--- src/rtl/generic_io_dft_out_seq.sv ---
// Sequencer for the output-IO DFT loopback test: drives en/start, waits out the feedback flush,
// captures the MISR signature and grades it against a golden value. Loop mode: GENERIC_IO_DFT_OUT_SEQ_LOOP_EN.
module generic_io_dft_out_seq #(
   parameter int MISR_LFSR_DW = 8,
   parameter int CNT_W        = 16,
   parameter int SETTLE_CYC   = 4,
   parameter int FLUSH_CYC    = 8,
   parameter int ACT_TMO      = 16
) (
   input  logic                    func_clk,
   input  logic                    func_rst,
   input  logic                    seq_go,
   input  logic                    seq_abort,
   input  logic                    seq_loop,
   input  logic [CNT_W-1:0]        seq_run_len,
   input  logic [MISR_LFSR_DW-1:0] seq_golden,
   input  logic                    io_dft_out_active,
   input  logic [MISR_LFSR_DW-1:0] io_dft_out_misr,
   output logic                    bcfg_io_dft_out_en,
   output logic                    bcfg_io_dft_out_start,
   output logic                    seq_busy,
   output logic                    seq_done,
   output logic                    seq_pass,
   output logic                    seq_fail,
   output logic                    seq_err_tmo,
   output logic [MISR_LFSR_DW-1:0] seq_misr_cap,
   output logic [15:0]             seq_iter_cnt
);

   localparam logic [2:0] S_IDLE    = 3'd0;
   localparam logic [2:0] S_ENABLE  = 3'd1;
   localparam logic [2:0] S_SETTLE  = 3'd2;
   localparam logic [2:0] S_RUN     = 3'd3;
   localparam logic [2:0] S_FLUSH   = 3'd4;
   localparam logic [2:0] S_CAPTURE = 3'd5;
   localparam logic [2:0] S_DISABLE = 3'd6;

   localparam logic [4:0] SETTLE_LAST = 5'(SETTLE_CYC - 1);
   localparam logic [4:0] FLUSH_LAST  = 5'(FLUSH_CYC - 1);
   localparam logic [4:0] TMO_LAST    = 5'(ACT_TMO - 1);

   logic [2:0]              state_q, state_d;
   logic [4:0]              tmr_q, tmr_d;
   logic [CNT_W-1:0]        cnt_q, cnt_d;
   logic [CNT_W-1:0]        run_len_q, run_len_d;
   logic [MISR_LFSR_DW-1:0] golden_q, golden_d;
   logic [MISR_LFSR_DW-1:0] misr_cap_q, misr_cap_d;
   logic                    en_q, en_d, start_q, start_d, busy_q, busy_d, done_q, done_d;
   logic                    pass_q, pass_d, fail_q, fail_d, err_tmo_q, err_tmo_d;
   logic [15:0]             iter_q, iter_d;
   logic                    match;

   assign match = (io_dft_out_misr == golden_q);

   always_comb begin
      state_d    = state_q;
      tmr_d      = (tmr_q == 5'h1f) ? tmr_q : tmr_q + 5'd1;
      cnt_d      = cnt_q;
      run_len_d  = run_len_q;
      golden_d   = golden_q;
      misr_cap_d = misr_cap_q;
      pass_d     = pass_q;
      fail_d     = fail_q;
      err_tmo_d  = err_tmo_q;
      iter_d     = iter_q;
      done_d     = 1'b0;
      case (state_q)
         S_IDLE: begin
            tmr_d = '0;
            if (seq_go && !seq_abort) begin
               state_d    = S_ENABLE;
               pass_d     = 1'b0;
               fail_d     = 1'b0;
               err_tmo_d  = 1'b0;
               misr_cap_d = '0;
               run_len_d  = seq_run_len;
               golden_d   = seq_golden;
               iter_d     = '0;
            end
         end
         S_ENABLE: begin
            if (io_dft_out_active) begin
               state_d = S_SETTLE;
               tmr_d   = '0;
            end else if (tmr_q == TMO_LAST) begin
               state_d   = S_DISABLE;
               tmr_d     = '0;
               fail_d    = 1'b1;
               err_tmo_d = 1'b1;
            end
         end
         S_SETTLE: begin
            if (tmr_q == SETTLE_LAST) begin
               tmr_d   = '0;
               cnt_d   = run_len_q;
               state_d = (run_len_q == '0) ? S_FLUSH : S_RUN;
            end
         end
         S_RUN: begin
            // cnt_q is never 0 here; <= keeps the exit safe without wrapping
            if (cnt_q <= CNT_W'(1)) begin
               state_d = S_FLUSH;
               tmr_d   = '0;
            end else begin
               cnt_d = cnt_q - CNT_W'(1);
            end
         end
         S_FLUSH: begin
            if (tmr_q == FLUSH_LAST) state_d = S_CAPTURE;
         end
         S_CAPTURE: begin
            misr_cap_d = io_dft_out_misr;
            pass_d     = match;
            fail_d     = !match;
            tmr_d      = '0;
            state_d    = S_DISABLE;
`ifdef GENERIC_IO_DFT_OUT_SEQ_LOOP_EN
            if (match && seq_loop) begin
               state_d   = S_SETTLE;
               run_len_d = seq_run_len;
               golden_d  = seq_golden;
               iter_d    = (iter_q == 16'hFFFF) ? iter_q : iter_q + 16'd1;
            end
`endif
         end
         S_DISABLE: begin
            if (!io_dft_out_active) begin
               state_d = S_IDLE;
               done_d  = 1'b1;
            end else if (tmr_q == TMO_LAST) begin
               state_d   = S_IDLE;
               done_d    = 1'b1;
               pass_d    = 1'b0;
               fail_d    = 1'b1;
               err_tmo_d = 1'b1;
            end
         end
         default: state_d = S_IDLE;
      endcase
      // Abort freezes status and heads for DISABLE; once there the normal exit proceeds
      if (seq_abort && state_q != S_IDLE && state_q != S_DISABLE) begin
         state_d    = S_DISABLE;
         tmr_d      = '0;
         cnt_d      = cnt_q;
         run_len_d  = run_len_q;
         golden_d   = golden_q;
         misr_cap_d = misr_cap_q;
         pass_d     = pass_q;
         fail_d     = fail_q;
         err_tmo_d  = err_tmo_q;
         iter_d     = iter_q;
      end
      en_d    = (state_d == S_ENABLE) || (state_d == S_SETTLE) || (state_d == S_RUN) ||
                (state_d == S_FLUSH) || (state_d == S_CAPTURE);
      start_d = (state_d == S_RUN);
      busy_d  = (state_d != S_IDLE);
   end

   always_ff @(posedge func_clk or posedge func_rst) begin
      if (func_rst) begin
         state_q    <= S_IDLE;
         tmr_q      <= '0;
         cnt_q      <= '0;
         run_len_q  <= '0;
         golden_q   <= '0;
         misr_cap_q <= '0;
         en_q       <= 1'b0;
         start_q    <= 1'b0;
         busy_q     <= 1'b0;
         done_q     <= 1'b0;
         pass_q     <= 1'b0;
         fail_q     <= 1'b0;
         err_tmo_q  <= 1'b0;
         iter_q     <= '0;
      end else begin
         state_q    <= state_d;
         tmr_q      <= tmr_d;
         cnt_q      <= cnt_d;
         run_len_q  <= run_len_d;
         golden_q   <= golden_d;
         misr_cap_q <= misr_cap_d;
         en_q       <= en_d;
         start_q    <= start_d;
         busy_q     <= busy_d;
         done_q     <= done_d;
         pass_q     <= pass_d;
         fail_q     <= fail_d;
         err_tmo_q  <= err_tmo_d;
         iter_q     <= iter_d;
      end
   end

   assign bcfg_io_dft_out_en    = en_q;
   assign bcfg_io_dft_out_start = start_q;
   assign seq_busy              = busy_q;
   assign seq_done              = done_q;
   assign seq_pass              = pass_q;
   assign seq_fail              = fail_q;
   assign seq_err_tmo           = err_tmo_q;
   assign seq_misr_cap          = misr_cap_q;

`ifdef GENERIC_IO_DFT_OUT_SEQ_LOOP_EN
   assign seq_iter_cnt = iter_q;
`else
   logic unused_loop;
   assign unused_loop  = seq_loop ^ (|iter_q);
   assign seq_iter_cnt = 16'h0000;
`endif

endmodule

--- config.mk ---
export PLATFORM = sky130hd
export DESIGN_NAME = generic_io_dft_out_seq
export DESIGN_NICKNAME = d
export VERILOG_FILES = /design/src/rtl/generic_io_dft_out_seq.sv
export SDC_FILE = /design/constraint.sdc
export NUM_CORES = 1
export LEC_CHECK = 0
export BUFFER_PORTS_ARGS = -buffer_cell sky130_fd_sc_hd__clkbuf_2
export CAP_MARGIN = 10
export CORE_ASPECT_RATIO = 1.4
export CORE_MARGIN = 2
export CORE_UTILIZATION = 40
export CTS_BUF_LIST = sky130_fd_sc_hd__clkbuf_8
export DETAILED_ROUTE_END_ITERATION = 10
export HOLD_SLACK_MARGIN = 0.05
export SLEW_MARGIN = 25
export SYNTH_ARGS = -nofsm -noshare
export SYNTH_HDL_FRONTEND = slang
export SYNTH_SLANG_ARGS = --single-unit
--- constraint.sdc ---
create_clock -name func_clk -period 4.7 [get_ports func_clk]
set_input_delay 0.705 -clock func_clk [delete_from_list [all_inputs] [get_ports func_clk]]
set_output_delay 0.705 -clock func_clk [all_outputs]
set_load 0.03 [all_outputs]
# Word-level counts from Yosys, hierarchy flattened
# Index checks and enable logic that the tools add are counted.
dict set report op_classes {
  n_addsub 2
  n_mux 38
  magnitude_cmp 1
  n_eq_ne 23
  n_reduce_logical 25
  n_bitwise 1
}
# cell n
set op_table {}
lappend op_table {{$mux 16} 2}
lappend op_table {{$pmux 16 s2} 1}
lappend op_table {{$mux 3} 10}
lappend op_table {{$mux 5} 6}
lappend op_table {{$pmux 3 s7} 1}
lappend op_table {{$pmux 5 s4} 1}
lappend op_table {{$le 16x1->1 const B} 1}
lappend op_table {{$logic_not 16->1} 1}
lappend op_table {{$pmux 8 s2} 1}
lappend op_table {{$sub 16x1->16 const B} 1}
lappend op_table {{$eq 3x3->1 const B} 5}
lappend op_table {{$reduce_and 5->1} 3}
lappend op_table {{$eq 3x2->1 const B} 4}
lappend op_table {{$mux 1} 12}
lappend op_table {{$ne 2x2->1 const B} 6}
lappend op_table {{$reduce_bool 3->1} 4}
lappend op_table {{$eq 8x8->1} 1}
lappend op_table {{$mux 8} 1}
lappend op_table {{$eq 3x1->1 const B} 2}
lappend op_table {{$pmux 1 s3} 2}
lappend op_table {{$reduce_and 3->1} 2}
lappend op_table {{$add 5x1->5 const B} 1}
lappend op_table {{$eq 5x2->1 const B} 1}
lappend op_table {{$eq 5x3->1 const B} 1}
lappend op_table {{other kinds (13)} 20}
dict set report word_totals {
  elab_cells 103
  out_inout_bits 31
  reg_bits 63
  input_bits 38
}

# Longest topological paths before layout
# Gate-level depths: netlist of run 1.
dict set report depth {
  ltp_word 10
  mapped_depth 10
  depth_no_buf 8
}

# Worst setup path before layout of run 1
# No wires, ideal clock.
dict set report synth_path {
  kind {register to register}
  startpoint {register tmr_q[0]}
  endpoint {register cnt_q[13]}
  stages_incl_launch_ff 9
  path_buffers 2
  t_required_ns 4.579
  setup_slack_ns 2.587
  period_less_slack_ns 2.113
  setup_time_ns 0.121
  t_arrival_ns 1.992
  cell_sequence {dfrtp_1 > ha_1 > or4b_4 > nor2b_4 > o21ai_2 > or2_1 > buf_6 > buf_6 > o22a_1}
}
dict set report synth_between {
  elab_chain_cells 3
}
# element line
set synth_lines {}
lappend synth_lines {{start, declared} 43} ;# logic [4:0] tmr_q, tmr_d;
lappend synth_lines {{start signal, assigned} 177} ;# tmr_q <= tmr_d;
lappend synth_lines {{$eq 5x2->1} 93} ;# if (tmr_q == SETTLE_LAST) begin
lappend synth_lines {{$ne 2x2->1 (no line)} --}
lappend synth_lines {{$reduce_and 4->1 (no line)} --}
lappend synth_lines {{end signal, assigned} 178} ;# cnt_q <= cnt_d;
lappend synth_lines {{end, declared} 44} ;# logic [CNT_W-1:0] cnt_q, cnt_d;
# No other way between the ends.
# A chain may end at the register's enable or synchronous reset.

# Final worst setup path of run 1
dict set report layout_path {
  startpoint {register state_q[1]}
  endpoint {register cnt_q[4]}
}
dict set report layout_between {
  elab_chain_cells 5
  word_cells_on_any_way 12
  cone_classes {eq/ne (5); mux (1); bitwise (1); reduce/logical (5)}
}
# element line
set layout_lines {}
lappend layout_lines {{start, declared} 42} ;# logic [2:0] state_q, state_d;
lappend layout_lines {{start signal, assigned} 176} ;# state_q <= state_d;
lappend layout_lines {{branches (longest 5 deep; another with $reduce_and 4->1)} --}
# Parallel ways; which one is timed is not known.

==> impl_metrics.json, run 1 <==
{
  "outcome": "finished clean",
  "insertedDiodeCount": 0,
  "grt_max_degree": 64,
  "internal-power_uw": 1500,
  "pwr-share-seq_pct": 40.2,
  "switching_share_pct": 38.7,
  "critPathKind": "reg -> reg",
  "hp-class": "reg -> reg",
  "syn_inst": 363,
  "cts_hold_buf": 0,
  "start_kind": "flop",
  "core_region_area_um2": 8560,
  "wl_per_cell_um": 14.7,
  "power_switching_uw": 950,
  "synthTopCellsByArea": "dfrtp_1 (45%), mux2_2 (7.7%), buf_4 (3.4%), nor2_1 (3.0%), o21ai_1 (2.9%)",
  "die_width_um": 83.0,
  "fin_crit_ps": 2990,
  "cp_max_fo": 24,
  "required_ps": 4970,
  "clk-insertion-delay-late_ps": 360,
  "finalNonFillerCells": 517,
  "grt_pass1_vias": 2603,
  "viasPerCell": 5.43,
  "dr.pass1.iters": 4,
  "cp_data_arrival_time_ps": 3260,
  "routed_wl_um": 7600,
  "fillers": 832,
  "postCtsSetupBuffers": 0,
  "io_pins": 69,
  "synth-main-ff-cell": "dfrtp_1",
  "yosysTopAreaCell": "dfrtp_1",
  "globalplace.congestion": 0.803,
  "end_kind": "flop",
  "ir_drop_uv": 260,
  "initial_core_util_pct": 40.8,
  "cts_tree": "built",
  "maxCapViolations": 0,
  "maxSlewViolCount": 0,
  "chipHeight_um": 115,
  "leakagePower_uw": 0.00179,
  "cellPowerDensity_nw_per_um2": 617,
  "ff_latch_area_um2": 1580,
  "yosys-top-cells-count": "dfrtp_1 (63), nor2_1 (28), mux2_2 (24)",
  "cp_cell_sequence": "and3b_1, nand2_1, nor4_2, or2_1, a21oi_1, o22ai_1",
  "hold_viol": 0,
  "cts_buffers": 9,
  "cts.path.max_buffers": 2,
  "yosys_warnings": 0,
  "fmax_ghz": 0.335,
  "port_buffers": 51,
  "synth_cell_types": 57,
  "place_ws_ps": 1740,
  "grt_first_pass_wirelength_um": 12600,
  "comb_power_share_pct": 35.9,
  "slowest_stage": "and3b_1",
  "power_frac_clock_pct": 23.9,
  "setup_slack_ps": 1710,
  "antenna_found_initial": 0,
  "path_clk_slew_ps": 70,
  "final_util_pct": 46.5,
  "dp.cells": 501,
  "post_cts_resized": 0,
  "root_buffer": "clkbuf_8",
  "multi_input_area_um2": 1690,
  "min_period_over_period_pct": 63.5,
  "crit_path_max_incr_delay_ps": 730,
  "max-slew-margin-rel_pct": 35.6,
  "synth_edf_count": 0,
  "tns_ps": 0,
  "async_flop_share_pct": 100,
  "ant_nets": 0,
  "ys_ff_latch": 63,
  "area_growth_pct": 13.9,
  "setup_violations": 0,
  "syn_area_um2": 3490,
  "synth_top_cell_area_share_pct": 45.1,
  "rows": 40,
  "rsz0062_at_grt": "no",
  "dp_hpwl_um": 5320,
  "htreeDepth": 3,
  "clock_skew_ps": 10.2,
  "dieArea_um2": 9510,
  "nets": 448,
  "drive_above_1_share_pct": 26.0,
  "grt-ovfl-total": 0,
  "vias": 2809,
  "synth-seq-area-share_pct": 45.1,
  "cts_sinks": 63,
  "syn_avg_cell_area_um2": 9.62,
  "drt_iter0_markers": 168,
  "synth_most_common_cell": "dfrtp_1",
  "tightest_slew_ps": 964,
  "drc_errors": 0,
  "grtUsageTotal_pct": 16.6,
  "holdWs_ps": 492
}
[through the flow]
| step | instance area [um2] | power (uW) |
|---|---|---|
| finish | 3980 | 2450 |
| floorplan | 3550 | 1670 |
| detailed placement | 3730 | 1880 |
| CTS | 3980 | 2470 |
| global placement | 3730 | 1850 |
| global route | 3980 | 2620 |
[layer usage]
metal / wire length (um) / GRT usage [%] / vias up
li1: - / - / 1356
met5: 0 / 0 / -
met3: 394 / 4.33 / 13
met2: 3840 / 27.5 / 76
met1: 3210 / 20.2 / 1364
met4: 165 / 7.87 / 0
[kinds of logic (layout without fill, tap and decap cells)]
family | after synthesis | count (layout) | synth area share (%)
other cells | 1 | 16 | 0.107
buf+inv | 51 | 85 | 8.09
compound gates | 91 | 91 | 16.3
flops | 63 | 63 | 45.1
simple gates | 117 | 117 | 18.3
xor+xnor | 12 | 12 | 3.01
fa+ha+maj | 3 | 3 | 1.07
mux | 25 | 25 | 8.02
[cell usage in the layout (no fill, tap or decap), types with 3 or more instances in the layout]
cell / Yosys / layout
nand3_1: 15 / 15
o21a_1: 3 / 3
a21oi_1: 19 / 19
nor4_2: 3 / 3
clkbuf_8: 0 / 10
nand4_1: 3 / 3
o21ai_0: 15 / 15
mux2_2: 24 / 24
nor3b_1: 3 / 3
xor2_1: 10 / 10
a22oi_1: 6 / 6
nand2b_1: 3 / 3
conb_1: 1 / 16
o21ai_1: 20 / 20
nand2_1: 23 / 23
nor2_1: 28 / 28
and4b_1: 3 / 3
bufinv_16: 0 / 3
clkbuf_2: 0 / 51
nor4_1: 12 / 12
inv_1: 15 / 14
buf_4: 16 / 3
o22ai_1: 4 / 4
a31oi_1: 4 / 4
nor3_1: 6 / 6
dfrtp_1: 63 / 63
nor2b_1: 3 / 3
ha_1: 3 / 3
[layout make-up]
cell class	count	share of cell area, %
repair buffers	54	6.98
multi-input cells	264	42.5
clock inverters	6	2.71
well taps	105	3.30
clock buffers	10	3.46
inverters	15	1.42
flip-flops and latches	63	39.6
[final timing paths]
check | start | to | slack, ps | cells after the start
max reg2reg | state_q[1] | cnt_q[4] | 1710 | 6
min | seq_pass | seq_pass | 490 | 2
min in group asynchronous | func_rst | seq_misr_cap[2] | 540 | 3
min reg2reg | seq_pass | seq_pass | 490 | 2
max | state_q[1] | cnt_q[4] | 1710 | 6
max in group asynchronous | func_rst | run_len_q[14] | 3620 | 3
[sequential cells by signal (all words and copies together), names as in the netlist, 3 cells and up]
signal        cells
golden_q          8
seq_misr_cap      8
cnt_q            16
run_len_q        16
state_q           3
tmr_q             5
[worst max-delay path, delay by kind of cell, from the launching register on]
kind,cells,cell delay (ps)
compound gates,2,280
simple gates,4,1900
flops,1,710
[power by group through the flow]
stage	clock, uW	sequential [uW]	combinational, uW
after floorplan	0	941	734
after global routing	619	1020	983
after detailed placement	0	994	886
after CTS	595	985	890
final	585	988	881
after global placement	0	987	860
Power figures use the tool's default switching activity.
==> run 2, diff against run 1 <==
==> constraint.sdc (replaced) <==
create_clock -name func_clk -period 2.94 [get_ports func_clk]
set_input_delay 0.441 -clock func_clk [delete_from_list [all_inputs] [get_ports func_clk]]
set_output_delay 0.441 -clock func_clk [all_outputs]
set_load 0.03 [all_outputs]
==> run 2 against run 1 <==
  * Global-route usage grew 1.0 points
  * Critical endpoint is now cnt_q[13]
  * First-iteration DRC count rose by 10%
  * Routed wire length rose by 2.2%
==> impl_metrics.json, run 2 (synthesis results as in run 1) <==
{
  "dr.pass1.iters": 4,
  "setup_violations": 0,
  "dp_hpwl_um": 5550,
  "cp_max_fo": 5,
  "postCtsSetupBuffers": 0,
  "hold_viol": 0,
  "routed_wl_um": 7770,
  "maxSlewViolCount": 0,
  "drc_errors": 0,
  "rows": 40,
  "start_kind": "flop",
  "post_cts_resized": 0,
  "met2_length_um": 3940,
  "power_uw": 3900,
  "cts_hold_buf": 0,
  "routed.top_layer": "met4",
  "chipHeight_um": 115,
  "hp-class": "in -> async",
  "cp_top_family": "simple AND/OR/NAND/NOR gates",
  "rsz0062_at_grt": "no",
  "dr_wl_met3_um": 408,
  "min_period_over_period_pct": 78.7,
  "critPathBufInv": 0,
  "grt_first_pass_wirelength_um": 13300,
  "cp_data_arrival_time_ps": 2560,
  "grt_pass1_vias": 2852,
  "ant_nets": 0,
  "dieArea_um2": 9510,
  "ir_drop_uv": 389,
  "cp_cell_sequence": "nor4_1, nand3_1, nor4_1, and3_1, a31oi_1, o22a_1",
  "cts.path.max_buffers": 2,
  "vias": 2870,
  "area_growth_pct": 15.1,
  "globalplace.congestion": 0.804,
  "grtUsageTotal_pct": 17.6,
  "clk-insertion-delay-late_ps": 350,
  "cellPowerDensity_nw_per_um2": 970,
  "cts_sinks": 63,
  "port_buffers": 51,
  "initial_core_util_pct": 40.8,
  "end_kind": "flop",
  "cts_tree": "built",
  "path_clk_slew_ps": 70,
  "critPathKind": "reg -> reg",
  "layout_commonest_cell": "dfrtp_1",
  "viasPerCell": 5.49,
  "crit_path_frequent_cell": "nor4_1",
  "dp.cells": 507,
  "io_pins": 69,
  "fin_crit_ps": 2310,
  "nets": 454,
  "max-slew-margin-rel_pct": 55.0,
  "maxCapViolations": 0,
  "grt-ovfl-total": 0,
  "drive_above_1_share_pct": 27.0,
  "reg_top3": "cnt_q: 16 flops, run_len_q: 16 flops",
  "clock_skew_ps": 5.12,
  "grt_max_degree": 36,
  "fmax_ghz": 0.432,
  "slowest_stage": "nor4_1",
  "tns_ps": 0,
  "crit_path_max_incr_delay_ps": 470,
  "core_region_area_um2": 8560,
  "cts_buffers": 9,
  "met1_length_um": 3170,
  "finalNonFillerCells": 523,
  "root_buffer": "clkbuf_8",
  "required_ps": 3180,
  "wl_per_cell_um": 14.8,
  "tightest_slew_ps": 669,
  "outcome": "finished clean",
  "leakagePower_uw": 0.00181,
  "drt_iter0_markers": 185,
  "insertedDiodeCount": 0,
  "antenna_found_initial": 0,
  "final_cell_mix": "dfrtp_1 (63), clkbuf_2 (51), nor2_1 (28)",
  "htreeDepth": 3,
  "die_width_um": 83.0
}
## run 2: cell types whose count changed in the layout (fill, tap and decap cells not counted), sizes merged
cell	previous run	this run
buf	3	9
bufinv	3	2
clkbuf	61	62
clkinv	2	1
clkinvlp	1	2
## run 2: per-layer routing
layer  vias up  GRT usage (%)
met5         -              0
met4         0           10.5
met3        23           4.54
met2        80           29.5
met1      1393           20.2
li1       1374              -
## run 2: final timing paths
path | from | to | slack (ps) | cells after the start
max | cnt_q[4] | cnt_q[13] | 630 | 6
min | func_rst | seq_misr_cap[3] | 140 | 2
min reg2reg | cnt_q[1] | cnt_q[1] | 490 | 2
max reg2reg | cnt_q[4] | cnt_q[13] | 630 | 6
max in group asynchronous | func_rst | run_len_q[11] | 2180 | 3
min in group func_clk | seq_run_len[0] | run_len_q[0] | 310 | 2
## run 2: worst register-to-register path, delay by kind of cell, from the launching register on
kind / cells / cell delay, ps
AO/OA/AOI/OAI: 2 / 310
flip-flops: 1 / 430
AND/OR/NAND/NOR: 4 / 1460
## run 2: area by class of cell
class                   instances  area (um2)
clock buffers                  11         151
clock inverters                 5        80.1
fillers                       842        4540
inverters                      15        56.3
multi-input cells             264        1690
flip-flops and latches         63        1580
well taps                     105         131
repair buffers                 60         335
## run 2: power breakdown
part	leakage, uW	internal (uW)	switching (uW)
Sequential	0.000796	1210	353
Clock	0.000112	522	354
Combinational	0.000907	643	822
## run 2: per-stage QoR
step	cell area, um2	setup WS (ps)	util, %	hold slack (ps)
6_report	4020	625	47.0	141
5_1_grt	4020	425	47.0	189
4_1_cts	4020	655	47.0	153
3_5_place_dp	3790	673	44.3	470
3_3_place_gp	3790	711	44.3	469
2_1_floorplan	3550	827	-	456
==> run 3, diff against run 2 <==
==> constraint.sdc (replaced) <==
create_clock -name func_clk -period 1.87 [get_ports func_clk]
set_input_delay 0.2805 -clock func_clk [delete_from_list [all_inputs] [get_ports func_clk]]
set_output_delay 0.2805 -clock func_clk [all_outputs]
set_load 0.03 [all_outputs]
==> run 3 against run 2 <==
  * Critical endpoint is now cnt_q[4]
  * Highest routed layer unchanged
  * Global-route usage is 1.4 points higher
  * Non-clock buffer count increased by 70
  * Largest cell class unchanged
  * Sequential share of layout area decreased by 6.9 points
  * The flow now finishes with violations (negative setup slack)
==> impl_metrics.json, run 3 (synthesis results as in run 1) <==
{
  "outcome": "complete, but fails checks",
  "violations": "negative setup slack",
  "rows": 40,
  "grt_max_degree": 31,
  "root_buffer": "clkbuf_8",
  "initial_core_util_pct": 40.8,
  "layout_commonest_cell": "buf_4",
  "tightest_slew_ps": 520,
  "cellPowerDensity_nw_per_um2": 1510,
  "io_pins": 69,
  "start_kind": "flop",
  "maxSlewViolCount": 0,
  "leakagePower_uw": 0.00225,
  "clock_skew_ps": 9.99,
  "cp_data_arrival_time_ps": 2240,
  "hp-class": "in -> reg",
  "min_from": "seq_go",
  "hold_depth": 2,
  "end_kind": "flop",
  "die_width_um": 83.0,
  "crit_path_max_incr_delay_ps": 500,
  "grt_pass1_vias": 3116,
  "holdPathEnd": "seq_err_tmo",
  "cts_buffers": 9,
  "grt-ovfl-total": 0,
  "slowest_stage": "or4b_4",
  "cts_sinks": 63,
  "cts.path.max_buffers": 2,
  "dp_hpwl_um": 6080,
  "required_ps": 2100,
  "area_growth_pct": 39.9,
  "port_buffers": 51,
  "ir_drop_uv": 707,
  "cp_top_family": "simple AND/OR/NAND/NOR gates",
  "maxCapViolations": 0,
  "hold_viol": 0,
  "cts_tree": "built",
  "antenna_found_initial": 0,
  "dr.pass1.iters": 4,
  "reg_top3": "cnt_q: 16 flops, run_len_q: 16 flops",
  "grt_first_pass_wirelength_um": 14600,
  "placed_cell_area_um2": 4300,
  "setup_slack_ps": -138,
  "r2r-end": "cnt_q[4]",
  "fmax_ghz": 0.498,
  "critPathBufInv": 1,
  "fillers": 767,
  "holdWs_ps": 150,
  "path_clk_slew_ps": 70,
  "wl_per_cell_um": 14.6,
  "clk-insertion-delay-late_ps": 350,
  "drt_iter0_markers": 169,
  "ant_nets": 0,
  "rsz0062_at_grt": "yes",
  "max-slew-margin-rel_pct": 65.3,
  "dieArea_um2": 9510,
  "regToRegStartpoint": "tmr_q[1]",
  "place_ws_ps": -138,
  "critPathKind": "reg -> reg",
  "chipHeight_um": 115,
  "cp_max_fo": 6,
  "drc_errors": 0,
  "cp-startpoint": "tmr_q[1]",
  "core_region_area_um2": 8560,
  "grtUsageTotal_pct": 19.0,
  "min_period_over_period_pct": 107,
  "drive_above_1_share_pct": 45.3,
  "nets": 524,
  "cp_cell_sequence": "ha_4, or4b_4, nor2b_4, o21ai_2, or2_4, clkbuf_16, a21oi_2, o22ai_1",
  "viasPerCell": 5.27,
  "final_cell_mix": "buf_4 (67), dfrtp_1 (62), clkbuf_2 (51)",
  "r2r_slack_ps": -140,
  "globalplace.congestion": 0.855,
  "routed_wl_um": 8670,
  "fin_crit_ps": 2010,
  "vias": 3126,
  "setup_violations": 18,
  "htreeDepth": 3,
  "insertedDiodeCount": 0,
  "design_area_um2": 4890,
  "reg2reg_depth": 8
}
==> run 3: repair_timing <==
action | in CTS | in global routing
endpoints found under the hold margin | 20 | 0
gates resized for setup | 17 | 34
hold buffers | 1 | 0
pin swaps | 6 | 19
setup endpoints to repair | 24 | 36
gates cloned | 0 | 2
buffers inserted | 0 | 8
==> run 3: power breakdown <==
part	internal [uW]	switching (uW)	leakage [uW]	total [uW]
clock	782	553	0.000114	1330
combinational	1850	1830	0.00135	3680
sequential	1900	439	0.000795	2340
==> run 3: worst max-delay path by stage <==
| stage | to | slack [ps] | cells past startpoint |
|---|---|---|---|
| floorplan | cnt_q[13] | -150 | 8 |
| global placement | tmr_q[0] | -150 | 6 |
| detailed placement | tmr_q[1] | -140 | 6 |
| CTS | cnt_q[4] | -120 | 8 |
| global route | cnt_q[13] | -210 | 7 |
| finish | cnt_q[4] | -140 | 8 |
==> run 3: stage by stage <==
| step | utilization, % | power [uW] | setup TNS, ps | instances |
|---|---|---|---|---|
| after floorplan | - | 4270 | -1350 | 378 |
| after global placement | 50.3 | 5450 | -1980 | 566 |
| after detailed placement | 50.3 | 5530 | -2180 | 566 |
| after CTS | 54.3 | 7080 | -1450 | 583 |
| after global routing | 57.1 | 7880 | -3250 | 593 |
| final | 57.1 | 7350 | -1470 | 593 |
==> run 3: area by class of cell <==
class | count | area [um2] | share of cell area [%]
Clock buffer | 10 | 138 | 2.82
Clock inverter | 6 | 85.1 | 1.74
Inverter | 15 | 56.3 | 1.15
Multi-Input combinational cell | 264 | 1940 | 39.8
Sequential cell | 63 | 1580 | 32.3
Tap cell | 105 | 131 | 2.69
Timing Repair Buffer | 130 | 955 | 19.5
==> run 3: layer usage <==
metal	global-route usage [%]	routed length (um)	up-vias	share of wire, %
met3	4.47	429	15	4.9
li1	-	-	1517	-
met5	0	0	-	0
met1	22.6	3460	1518	40
met4	9.29	209	0	2.4
met2	32.3	4580	76	53
